==> src/rtl/ex_stage_if.sv <==
// Bundle of all ID-side inputs, forwarding selects and EX/MEM-side outputs of the execute stage.
// Ports: id_* instruction fields and control, hazard controls (id_stall, ex_flush), fwd_a/fwd_b/wb_result,
//        outputs ex_redirect/ex_redirect_pc and the EX/MEM register contents (mem_*).
interface ex_stage_if #(
    parameter int XLEN = 32,
    parameter int PC_W = 32
);
    // ID side
    logic            id_valid;
    logic            id_stall;
    logic            ex_flush;
    logic [PC_W-1:0] id_pc;
    logic [XLEN-1:0] id_rs1_data;
    logic [XLEN-1:0] id_rs2_data;
    logic [XLEN-1:0] id_imm;
    logic [2:0]      id_alu_control;
    logic            id_alu_src;
    logic            id_branch;
    logic            id_jump;
    logic [2:0]      id_funct3;
    logic            id_pred_taken;
    logic [4:0]      id_rd;
    logic            id_reg_write;
    logic            id_mem_write;
    logic [1:0]      id_result_src;
    // forwarding controls for the instruction currently in EX
    logic [1:0]      fwd_a;
    logic [1:0]      fwd_b;
    logic [XLEN-1:0] wb_result;
    // redirect
    logic            ex_redirect;
    logic [PC_W-1:0] ex_redirect_pc;
    // EX/MEM register
    logic            mem_valid;
    logic [XLEN-1:0] mem_alu_result;
    logic [XLEN-1:0] mem_write_data;
    logic [4:0]      mem_rd;
    logic            mem_reg_write;
    logic            mem_mem_write;
    logic [1:0]      mem_result_src;

    modport master (
        output id_valid, id_stall, ex_flush, id_pc, id_rs1_data, id_rs2_data, id_imm,
               id_alu_control, id_alu_src, id_branch, id_jump, id_funct3, id_pred_taken,
               id_rd, id_reg_write, id_mem_write, id_result_src, fwd_a, fwd_b, wb_result,
        input  ex_redirect, ex_redirect_pc, mem_valid, mem_alu_result, mem_write_data,
               mem_rd, mem_reg_write, mem_mem_write, mem_result_src
    );

    modport slave (
        input  id_valid, id_stall, ex_flush, id_pc, id_rs1_data, id_rs2_data, id_imm,
               id_alu_control, id_alu_src, id_branch, id_jump, id_funct3, id_pred_taken,
               id_rd, id_reg_write, id_mem_write, id_result_src, fwd_a, fwd_b, wb_result,
        output ex_redirect, ex_redirect_pc, mem_valid, mem_alu_result, mem_write_data,
               mem_rd, mem_reg_write, mem_mem_write, mem_result_src
    );
endinterface

==> src/rtl/ex_stage.sv <==
// Purpose: RISC-V execute stage - ID/EX register, forwarding, ALU, branch/jal resolution, EX/MEM register.
// Latency: id_* to mem_* is 2 edges; ex_redirect is combinational from ID/EX (1 edge after capture).
// Backpressure: id_stall/ex_flush/redirect load a bubble into ID/EX; EX/MEM never stalls.
// Ports: clk, rst_n (async active-low), bus (ex_stage_if.slave: ID inputs, forwarding, redirect, mem_* outputs).
module ex_stage #(
    parameter int XLEN = 32,
    parameter int PC_W = 32
) (
    input  logic         clk,
    input  logic         rst_n,
    ex_stage_if.slave    bus
);

    localparam logic [2:0] ALU_ADD = 3'b000;
    localparam logic [2:0] ALU_SUB = 3'b001;
    localparam logic [2:0] ALU_AND = 3'b010;
    localparam logic [2:0] ALU_OR  = 3'b011;
    localparam logic [2:0] ALU_SLT = 3'b101;

    localparam logic [2:0] F3_BEQ = 3'b000;
    localparam logic [2:0] F3_BNE = 3'b001;

    typedef struct packed {
        logic            valid;
        logic [PC_W-1:0] pc;
        logic [XLEN-1:0] rs1;
        logic [XLEN-1:0] rs2;
        logic [XLEN-1:0] imm;
        logic [2:0]      alu_control;
        logic            alu_src;
        logic            branch;
        logic            jump;
        logic [2:0]      funct3;
        logic            pred_taken;
        logic [4:0]      rd;
        logic            reg_write;
        logic            mem_write;
        logic [1:0]      result_src;
    } idex_t;

    typedef struct packed {
        logic            valid;
        logic [XLEN-1:0] alu_result;
        logic [XLEN-1:0] write_data;
        logic [4:0]      rd;
        logic            reg_write;
        logic            mem_write;
        logic [1:0]      result_src;
    } exmem_t;

    idex_t           r_idex;
    exmem_t          r_exmem;

    idex_t           w_id_in;
    exmem_t          w_exmem_in;
    logic [XLEN-1:0] w_a;
    logic [XLEN-1:0] w_rs2_fwd;
    logic [XLEN-1:0] w_b;
    logic [XLEN-1:0] w_diff;
    logic            w_zero;
    logic [XLEN-1:0] w_alu_result;
    logic [PC_W-1:0] w_pc_plus4;
    logic [PC_W-1:0] w_target;
    logic            w_cond;
    logic            w_taken;
    logic            w_redirect;

    // 11 falls back to register data, same as 00.
    function automatic logic [XLEN-1:0] fwd_mux(input logic [1:0]      sel,
                                                 input logic [XLEN-1:0] reg_val,
                                                 input logic [XLEN-1:0] mem_val,
                                                 input logic [XLEN-1:0] wb_val);
        case (sel)
            2'b01:   return mem_val;
            2'b10:   return wb_val;
            default: return reg_val;
        endcase
    endfunction

    // ------------------------------------------------------------------ ID/EX
    always_comb begin
        w_id_in             = '0;
        w_id_in.valid       = bus.id_valid;
        w_id_in.pc          = bus.id_pc;
        w_id_in.rs1         = bus.id_rs1_data;
        w_id_in.rs2         = bus.id_rs2_data;
        w_id_in.imm         = bus.id_imm;
        w_id_in.alu_control = bus.id_alu_control;
        w_id_in.alu_src     = bus.id_alu_src;
        w_id_in.branch      = bus.id_branch;
        w_id_in.jump        = bus.id_jump;
        w_id_in.funct3      = bus.id_funct3;
        w_id_in.pred_taken  = bus.id_pred_taken;
        w_id_in.rd          = bus.id_rd;
        w_id_in.reg_write   = bus.id_reg_write;
        w_id_in.mem_write   = bus.id_mem_write;
        w_id_in.result_src  = bus.id_result_src;
    end

    // A bubble is an all-zero record: valid, write enables, branch and jump all clear.
    always_ff @(posedge clk or negedge rst_n) begin
        if (!rst_n) begin
            r_idex <= '0;
        end else if (bus.ex_flush || w_redirect || bus.id_stall) begin
            r_idex <= '0;
        end else begin
            r_idex <= w_id_in;
        end
    end

    // ------------------------------------------------------------------ EX
    assign w_a       = fwd_mux(bus.fwd_a, r_idex.rs1, r_exmem.alu_result, bus.wb_result);
    assign w_rs2_fwd = fwd_mux(bus.fwd_b, r_idex.rs2, r_exmem.alu_result, bus.wb_result);
    assign w_b       = r_idex.alu_src ? r_idex.imm : w_rs2_fwd;

    // Branch compare always uses the subtractor, whatever ALUControl says.
    assign w_diff = w_a - w_b;
    assign w_zero = (w_diff == '0);

    always_comb begin
        w_alu_result = '0;
        case (r_idex.alu_control)
            ALU_ADD: w_alu_result = w_a + w_b;
            ALU_SUB: w_alu_result = w_diff;
            ALU_AND: w_alu_result = w_a & w_b;
            ALU_OR:  w_alu_result = w_a | w_b;
            ALU_SLT: w_alu_result = {{(XLEN-1){1'b0}}, ($signed(w_a) < $signed(w_b))};
            default: w_alu_result = '0;
        endcase
    end

    assign w_pc_plus4 = r_idex.pc + PC_W'(4);
    assign w_target   = r_idex.pc + PC_W'($signed(r_idex.imm));

    always_comb begin
        w_cond = 1'b0;
        case (r_idex.funct3)
            F3_BEQ:  w_cond = w_zero;
            F3_BNE:  w_cond = ~w_zero;
            default: w_cond = 1'b0;
        endcase
    end

    assign w_taken    = r_idex.jump | (r_idex.branch & w_cond);
    assign w_redirect = r_idex.valid & (r_idex.branch | r_idex.jump) & (w_taken != r_idex.pred_taken);

    assign bus.ex_redirect    = w_redirect;
    // Held at zero when idle so the output is quiet out of reset.
    assign bus.ex_redirect_pc = w_redirect ? (w_taken ? w_target : w_pc_plus4) : '0;

    // ------------------------------------------------------------------ EX/MEM
    always_comb begin
        w_exmem_in = '0;
        if (r_idex.valid) begin
            w_exmem_in.valid      = 1'b1;
            w_exmem_in.alu_result = r_idex.jump ? XLEN'(w_pc_plus4) : w_alu_result;
            w_exmem_in.write_data = w_rs2_fwd;
            w_exmem_in.rd         = r_idex.rd;
            w_exmem_in.reg_write  = r_idex.reg_write;
            w_exmem_in.mem_write  = r_idex.mem_write;
            w_exmem_in.result_src = r_idex.result_src;
        end
    end

    always_ff @(posedge clk or negedge rst_n) begin
        if (!rst_n) begin
            r_exmem <= '0;
        end else begin
            r_exmem <= w_exmem_in;
        end
    end

    assign bus.mem_valid      = r_exmem.valid;
    assign bus.mem_alu_result = r_exmem.alu_result;
    assign bus.mem_write_data = r_exmem.write_data;
    assign bus.mem_rd         = r_exmem.rd;
    assign bus.mem_reg_write  = r_exmem.reg_write;
    assign bus.mem_mem_write  = r_exmem.mem_write;
    assign bus.mem_result_src = r_exmem.result_src;

endmodule

==> src/flat_wrapper.sv <==
// flat-port wrapper written by rule: the top's interface ports become plain ports
module ex_stage_flat 
#(
    parameter int XLEN = 32,
    parameter int PC_W = 32
)
  (clk, rst_n, bus_id_valid, bus_id_stall, bus_ex_flush, bus_id_pc, bus_id_rs1_data, bus_id_rs2_data, bus_id_imm, bus_id_alu_control, bus_id_alu_src, bus_id_branch, bus_id_jump, bus_id_funct3, bus_id_pred_taken, bus_id_rd, bus_id_reg_write, bus_id_mem_write, bus_id_result_src, bus_fwd_a, bus_fwd_b, bus_wb_result, bus_ex_redirect, bus_ex_redirect_pc, bus_mem_valid, bus_mem_alu_result, bus_mem_write_data, bus_mem_rd, bus_mem_reg_write, bus_mem_mem_write, bus_mem_result_src);
  ex_stage_if #(.XLEN(XLEN), .PC_W(PC_W)) bus_i ();
  input  logic clk;
  input  logic rst_n;
  input wire logic [$bits(bus_i.id_valid)-1:0] bus_id_valid;
  input wire logic [$bits(bus_i.id_stall)-1:0] bus_id_stall;
  input wire logic [$bits(bus_i.ex_flush)-1:0] bus_ex_flush;
  input wire logic [$bits(bus_i.id_pc)-1:0] bus_id_pc;
  input wire logic [$bits(bus_i.id_rs1_data)-1:0] bus_id_rs1_data;
  input wire logic [$bits(bus_i.id_rs2_data)-1:0] bus_id_rs2_data;
  input wire logic [$bits(bus_i.id_imm)-1:0] bus_id_imm;
  input wire logic [$bits(bus_i.id_alu_control)-1:0] bus_id_alu_control;
  input wire logic [$bits(bus_i.id_alu_src)-1:0] bus_id_alu_src;
  input wire logic [$bits(bus_i.id_branch)-1:0] bus_id_branch;
  input wire logic [$bits(bus_i.id_jump)-1:0] bus_id_jump;
  input wire logic [$bits(bus_i.id_funct3)-1:0] bus_id_funct3;
  input wire logic [$bits(bus_i.id_pred_taken)-1:0] bus_id_pred_taken;
  input wire logic [$bits(bus_i.id_rd)-1:0] bus_id_rd;
  input wire logic [$bits(bus_i.id_reg_write)-1:0] bus_id_reg_write;
  input wire logic [$bits(bus_i.id_mem_write)-1:0] bus_id_mem_write;
  input wire logic [$bits(bus_i.id_result_src)-1:0] bus_id_result_src;
  input wire logic [$bits(bus_i.fwd_a)-1:0] bus_fwd_a;
  input wire logic [$bits(bus_i.fwd_b)-1:0] bus_fwd_b;
  input wire logic [$bits(bus_i.wb_result)-1:0] bus_wb_result;
  output wire logic [$bits(bus_i.ex_redirect)-1:0] bus_ex_redirect;
  output wire logic [$bits(bus_i.ex_redirect_pc)-1:0] bus_ex_redirect_pc;
  output wire logic [$bits(bus_i.mem_valid)-1:0] bus_mem_valid;
  output wire logic [$bits(bus_i.mem_alu_result)-1:0] bus_mem_alu_result;
  output wire logic [$bits(bus_i.mem_write_data)-1:0] bus_mem_write_data;
  output wire logic [$bits(bus_i.mem_rd)-1:0] bus_mem_rd;
  output wire logic [$bits(bus_i.mem_reg_write)-1:0] bus_mem_reg_write;
  output wire logic [$bits(bus_i.mem_mem_write)-1:0] bus_mem_mem_write;
  output wire logic [$bits(bus_i.mem_result_src)-1:0] bus_mem_result_src;
  assign bus_i.id_valid = bus_id_valid;
  assign bus_i.id_stall = bus_id_stall;
  assign bus_i.ex_flush = bus_ex_flush;
  assign bus_i.id_pc = bus_id_pc;
  assign bus_i.id_rs1_data = bus_id_rs1_data;
  assign bus_i.id_rs2_data = bus_id_rs2_data;
  assign bus_i.id_imm = bus_id_imm;
  assign bus_i.id_alu_control = bus_id_alu_control;
  assign bus_i.id_alu_src = bus_id_alu_src;
  assign bus_i.id_branch = bus_id_branch;
  assign bus_i.id_jump = bus_id_jump;
  assign bus_i.id_funct3 = bus_id_funct3;
  assign bus_i.id_pred_taken = bus_id_pred_taken;
  assign bus_i.id_rd = bus_id_rd;
  assign bus_i.id_reg_write = bus_id_reg_write;
  assign bus_i.id_mem_write = bus_id_mem_write;
  assign bus_i.id_result_src = bus_id_result_src;
  assign bus_i.fwd_a = bus_fwd_a;
  assign bus_i.fwd_b = bus_fwd_b;
  assign bus_i.wb_result = bus_wb_result;
  assign bus_ex_redirect = bus_i.ex_redirect;
  assign bus_ex_redirect_pc = bus_i.ex_redirect_pc;
  assign bus_mem_valid = bus_i.mem_valid;
  assign bus_mem_alu_result = bus_i.mem_alu_result;
  assign bus_mem_write_data = bus_i.mem_write_data;
  assign bus_mem_rd = bus_i.mem_rd;
  assign bus_mem_reg_write = bus_i.mem_reg_write;
  assign bus_mem_mem_write = bus_i.mem_mem_write;
  assign bus_mem_result_src = bus_i.mem_result_src;
  ex_stage #(.XLEN(XLEN), .PC_W(PC_W)) u_core (.clk(clk), .rst_n(rst_n), .bus(bus_i));
endmodule
==> config.mk <==
export PLATFORM = sky130hd
export DESIGN_NAME = ex_stage_flat
export DESIGN_NICKNAME = d
export VERILOG_FILES = /design/src/rtl/ex_stage_if.sv /design/src/rtl/ex_stage.sv /design/src/flat_wrapper.sv
export SDC_FILE = /design/constraint.sdc
export NUM_CORES = 1
export LEC_CHECK = 0
export BUFFER_PORTS_ARGS = -buffer_cell sky130_fd_sc_hd__buf_2
export CORE_ASPECT_RATIO = 1.75
export CORE_MARGIN = 5
export CORE_UTILIZATION = 58
export DETAILED_ROUTE_END_ITERATION = 10
export HOLD_SLACK_MARGIN = 0.06
export MAX_ROUTING_LAYER = met4
export PLACE_DENSITY = 0.89
export SYNTH_ARGS = -nofsm -noshare
export SYNTH_HDL_FRONTEND = slang
export SYNTH_SLANG_ARGS = --single-unit
==> constraint.sdc <==
create_clock -name clk -period 5.4 [get_ports clk]
set_input_delay 0.27 -clock clk [delete_from_list [all_inputs] [get_ports clk]]
set_output_delay 0.27 -clock clk [all_outputs]
set_load 0.02 [all_outputs]
==> flow_metrics.tcl, run 1 <==
set metrics [dict create \
    outcome "did not finish" \
    failing_step "5_1_grt" \
    error "[ERROR GRT-0232] Routing congestion too high. Check the congestion heatmap in the GUI." \
    portBuffers 294 \
    postSynthRegisterBits 222 \
    synth_cells 2257 \
    cts.path.max_buffers 3 \
    numCtsBuffers 21 \
    place_hpwl_mm 58.9 \
    track_usage_pct 70.4 \
    clock_sinks 222 \
    initial_core_util_pct 58.3 \
    overflow 5 \
    syn_avg_cell_area_sq_um 7.89 \
    netlist_area_sq_um 17800 \
    synth-async-reset-ratio_pct 100 \
    pre_cts_ws_ns -0.908 \
    ys_seq_area_share_pct 31.2 \
    grt_max_degree 108 \
    cts_root_buf "clkbuf_16" \
    finalWeightedCongestion 1.11 \
    yosysWarnings 0 \
    grt_worst_setup_endpoint "bus_ex_redirect_pc[23]" \
    die_h_um 242 \
    synth_cell_types 86 \
    die_w_um 142 \
    htreeDepth 1 \
    ios 295 \
    synth-edff-count 0 \
    synthFlopType "dfrtp_1" \
    worst-ep-kind "top-level output" \
    rows 85 \
    synth_fp_nets 2580 \
]
==> logic make-up after synthesis <==
| logic type | count (synthesis) | synth area share, % |
|---|---|---|
| compound gates | 620 | 22.9 |
| simple gates | 901 | 24.4 |
| flops | 222 | 31.2 |
| xor+xnor | 84 | 4.13 |
| buf+inv | 272 | 6.26 |
| mux | 23 | 1.55 |
| fa+ha+maj | 135 | 9.62 |
==> synth_stat cells, drive strengths merged (33+ instances only) <==
master / number / area [sq um]
nand2: 318 / 1190
nor2b: 49 / 314
ha: 132 / 1650
buf: 54 / 295
inv: 113 / 424
a21oi: 170 / 870
nand3: 41 / 205
xnor2: 53 / 464
a22oi: 65 / 488
a21o: 33 / 248
o21ai: 133 / 666
o31ai: 37 / 278
clkbuf: 104 / 390
nor2: 142 / 541
dfrtp: 222 / 5560
nor3: 190 / 973
==> repair_timing <==
action / 4_1_cts
pin swaps: 39
gates cloned: 4
gates resized for setup: 221
hold endpoints to repair: 244
setup buffers: 30
hold buffers: 140
endpoints found under the setup margin: 181
==> per-layer routing <==
metal,GRT overflow,track usage [%]
met1,0,67.4
met2,2,88.7
met3,0,50.8
met4,3,68.2
met5,-,-
==> stage by stage <==
step | area [sq um] | cells
2_1_floorplan | 17800 | 2257
3_3_place_gp | 22200 | 3163
3_5_place_dp | 22200 | 3163
4_1_cts | 25500 | 3374
==> run 2, diff against run 1 <==
CORE_ASPECT_RATIO = unset   (was 1.75)
CORE_UTILIZATION = 40   (was 58)
HOLD_SLACK_MARGIN = unset   (was 0.06)
MAX_ROUTING_LAYER = unset   (was met4)
PLACE_DENSITY = unset   (was 0.89)
PLACE_DENSITY_LB_ADDON = 0.15   (was unset)
==> run 2 against run 1 <==
  * The flow now finishes, with violations (setup timing)
  * Area after synthesis unchanged
  * Synthesized cell count unchanged
==> flow_metrics.tcl, run 2 <==
set metrics [dict create \
    die_w_um 221 \
    hold_viol 0 \
    yosysWarnings 0 \
    synthTopCellsByArea "dfrtp_1, ha_1, nand2_1" \
    clkLatencyLatePin_ns 0.57 \
    die_h_um 221 \
    final_cell_mix "buf_4, nand2_1, buf_2" \
    initial_core_util_pct 40.3 \
    drcViolationCount 0 \
    track_usage_pct 30.6 \
    path_cells "buf_12 > buf_4 > o21ai_1 > buf_4 > ha_1 > buf_4 > nor4_1 > buf_4 > nand4_1 > buf_4 > a211oi_4 > o31ai_2 > nand3_1 > mux2i_2 > o2111ai_2 > nor4_4 > buf_6 > mux2i_4 > buf_8 > or4_1 > o31ai_1 > buf_2" \
    clock_skew_ns 0.0352 \
    synth_top_cell_area_share_pct 31.2 \
    drive_above_1_share_pct 31.1 \
    place_area_sq_um 22900 \
    end_kind "output pin" \
    drtIter0Drc 1814 \
    ant_nets 0 \
    tightest_slew_ns 1.42 \
    met2_usage_pct 49.3 \
    synth_common_cells "nand2_1, dfrtp_1, nor3_1" \
    crit_top_cell "buf_4" \
    multi_input_area_sq_um 11900 \
    required_ns 5.13 \
    first_global_vias 20560 \
    min_period_ns 5.66 \
    worstPathMaxFanout 17 \
    numCtsBuffers 26 \
    outcome "finished with violations" \
    period_share_pct 105 \
    area_delta_synth_final_pct 48.3 \
    synth_most_common_cell "nand2_1" \
    dieArea_sq_um 48800 \
    core-area_sq_um 44100 \
    setup_ws_ns -0.264 \
    place_hpwl_mm 61.1 \
    power.density_nw_per_um2 228 \
    met3_usage_pct 6.98 \
    synth_fp_nets 2580 \
    netlist_area_sq_um 17800 \
    stdcell_count 3635 \
    total_power_mw 6.01 \
    via_per_inst 5.62 \
    clock_sinks 222 \
    setup_viol 33 \
    ys_seq_area_share_pct 31.2 \
    htreeDepth 1 \
    nFillCells 3998 \
    synth-edff-count 0 \
    drv_cap 0 \
    overflow 0 \
    ios 295 \
    cp_slowest_cell "or4_1" \
    detail_route.wl_per_cell_um 21.7 \
    violations "setup timing" \
    slew_violations 0 \
    r2r_cells 23 \
    layout_commonest_cell "buf_4" \
    cts_root_buf "clkbuf_16" \
    portBuffers 294 \
    insertedDiodeCount 0 \
    top_register "u_core.r_idex" \
    synth_top_family_by_area "simple AND/OR/NAND/NOR gates" \
    firstDrtPassIters 5 \
    clk_pin_slew_worst_paths_ns 0.06 \
    reg2reg_from "u_core.r_idex[15]" \
    synth_compound_area_share_pct 22.9 \
    grt_busiest_layer "met2" \
    synth-async-reset-ratio_pct 100 \
    r2r_slack_ns 0.20 \
    antenna_found_initial 3 \
    synthXorXnorAreaFrac_pct 4.13 \
    rows 77 \
    synthMuxAreaShare_pct 1.55 \
    yosys.area_share.adder_pct 9.62 \
    relSlewSlack_pct 5.35 \
    cts.path.max_buffers 3 \
    dp_cells 3427 \
    synth_cell_types 86 \
    r2r_end "u_core.r_idex[64]" \
    grt_pass1_wl_mm 119 \
    crit_end "bus_ex_redirect_pc[13]" \
    num_vias 20438 \
    drt_wl_total_mm 79.0 \
    finalWeightedCongestion 0.976 \
    stdcell_area_sq_um 26400 \
    setup.worst_path.start "u_core.r_idex[15]" \
    synthFlopType "dfrtp_1" \
    path_class "reg2out" \
    postSynthRegisterBits 222 \
    rsz0062_at_grt "yes" \
    cts_tree "built" \
    largest_register_ffs 148 \
    syn_avg_cell_area_sq_um 7.89 \
    startpoint_type "flip-flop" \
    nets 3346 \
    yosys.area_share.simple_pct 24.4 \
    cp_slowest_stage_delay_ns 0.51 \
    min_path_type "in2reg" \
    grt_max_degree 142 \
    leakagePower_nw 12.5 \
    synth_top_cell_by_area "dfrtp_1" \
    vdd_drop_max_v 0.000240 \
    max_freq_mhz 177 \
    synth_cells 2257 \
    seq_area_sq_um 5560 \
    grt_use_met1_pct 40.8 \
    cp.arrival_ns 5.39 \
]
==> run 2: layout make-up <==
type                    instances  share of cell area [%]
multi-input cells            1763                    45.0
repair buffers                896                    26.0
flip-flops and latches        222                    21.1
well taps                     592                    2.81
clock buffers                  29                    2.63
inverters                     114                    1.64
clock inverters                19                   0.934
==> run 2: logic make-up after synthesis <==
| logic type | after synthesis |
|---|---|
| buffers and inverters | 272 |
| muxes | 23 |
| adders and majority gates | 135 |
| xor gates and xnor gates | 84 |
| AOI/OAI and AO/OA | 620 |
| DFF | 222 |
| and+or+nand+nor | 901 |
==> run 2: how the worst min path moves through the flow <==
stage / slack [ns] / cells after the start / from / to
detailed placement: 0.28 / 1 / rst_n / u_core.r_idex[3]
CTS: 0.004 / 3 / bus_id_rs1_data[16] / u_core.r_idex[99]
finish: 0.02 / 3 / bus_id_rs1_data[16] / u_core.r_idex[99]
global placement: 0.27 / 1 / rst_n / u_core.r_idex[1]
floorplan: -0.03 / 0 / rst_n / u_core.bus.mem_alu_result[0]
global route: 0.01 / 3 / bus_id_rs1_data[16] / u_core.r_idex[99]
==> run 2: critical path, delay by kind of cell, from the launching register on <==
| family | cells | cell delay (ns) |
|---|---|---|
| fa+ha+maj | 1 | 0.25 |
| compound gates | 5 | 0.92 |
| flops | 1 | 0.45 |
| simple gates | 5 | 1.23 |
| buf+inv | 9 | 1.57 |
| mux | 2 | 0.40 |
==> run 2: repair_timing <==
action | CTS | global route
setup buffers | 10 | 11
gates cloned | 1 | 1
hold buffers | 140 | 0
endpoints found under the hold margin | 220 | 0
setup endpoints to repair | 167 | 152
pin swaps | 24 | 21
gates resized for setup | 147 | 71
==> run 2: metal layers <==
metal | vias to the layer above | part of all wire, %
met1 | 9849 | 43
met3 | 161 | 7.8
met5 | - | 0.035
met4 | 4 | 3.6
met2 | 859 | 46
li1 | 9565 | -
==> run 2: power breakdown <==
group          internal [mW]  switching (mW)
clock network           1.17           0.778
registers               1.72          0.0502
logic                   1.07            1.23
total                   3.96            2.05
==> run 2: stage by stage <==
step / setup slack [ns] / TNS [ns] / util, % / hold slack (ns)
after CTS: -0.275 / -7.77 / 58.8 / 0.00368
after detailed placement: -0.767 / -110.48 / 52.0 / 0.280
after floorplan: -0.131 / -0.262 / - / -0.0256
after global routing: -0.421 / -12.30 / 59.8 / 0.00970
after global placement: -0.691 / -102.81 / 52.0 / 0.274
final: -0.264 / -6.97 / 59.8 / 0.0225
No activity file was read; power rests on OpenSTA's default activity.
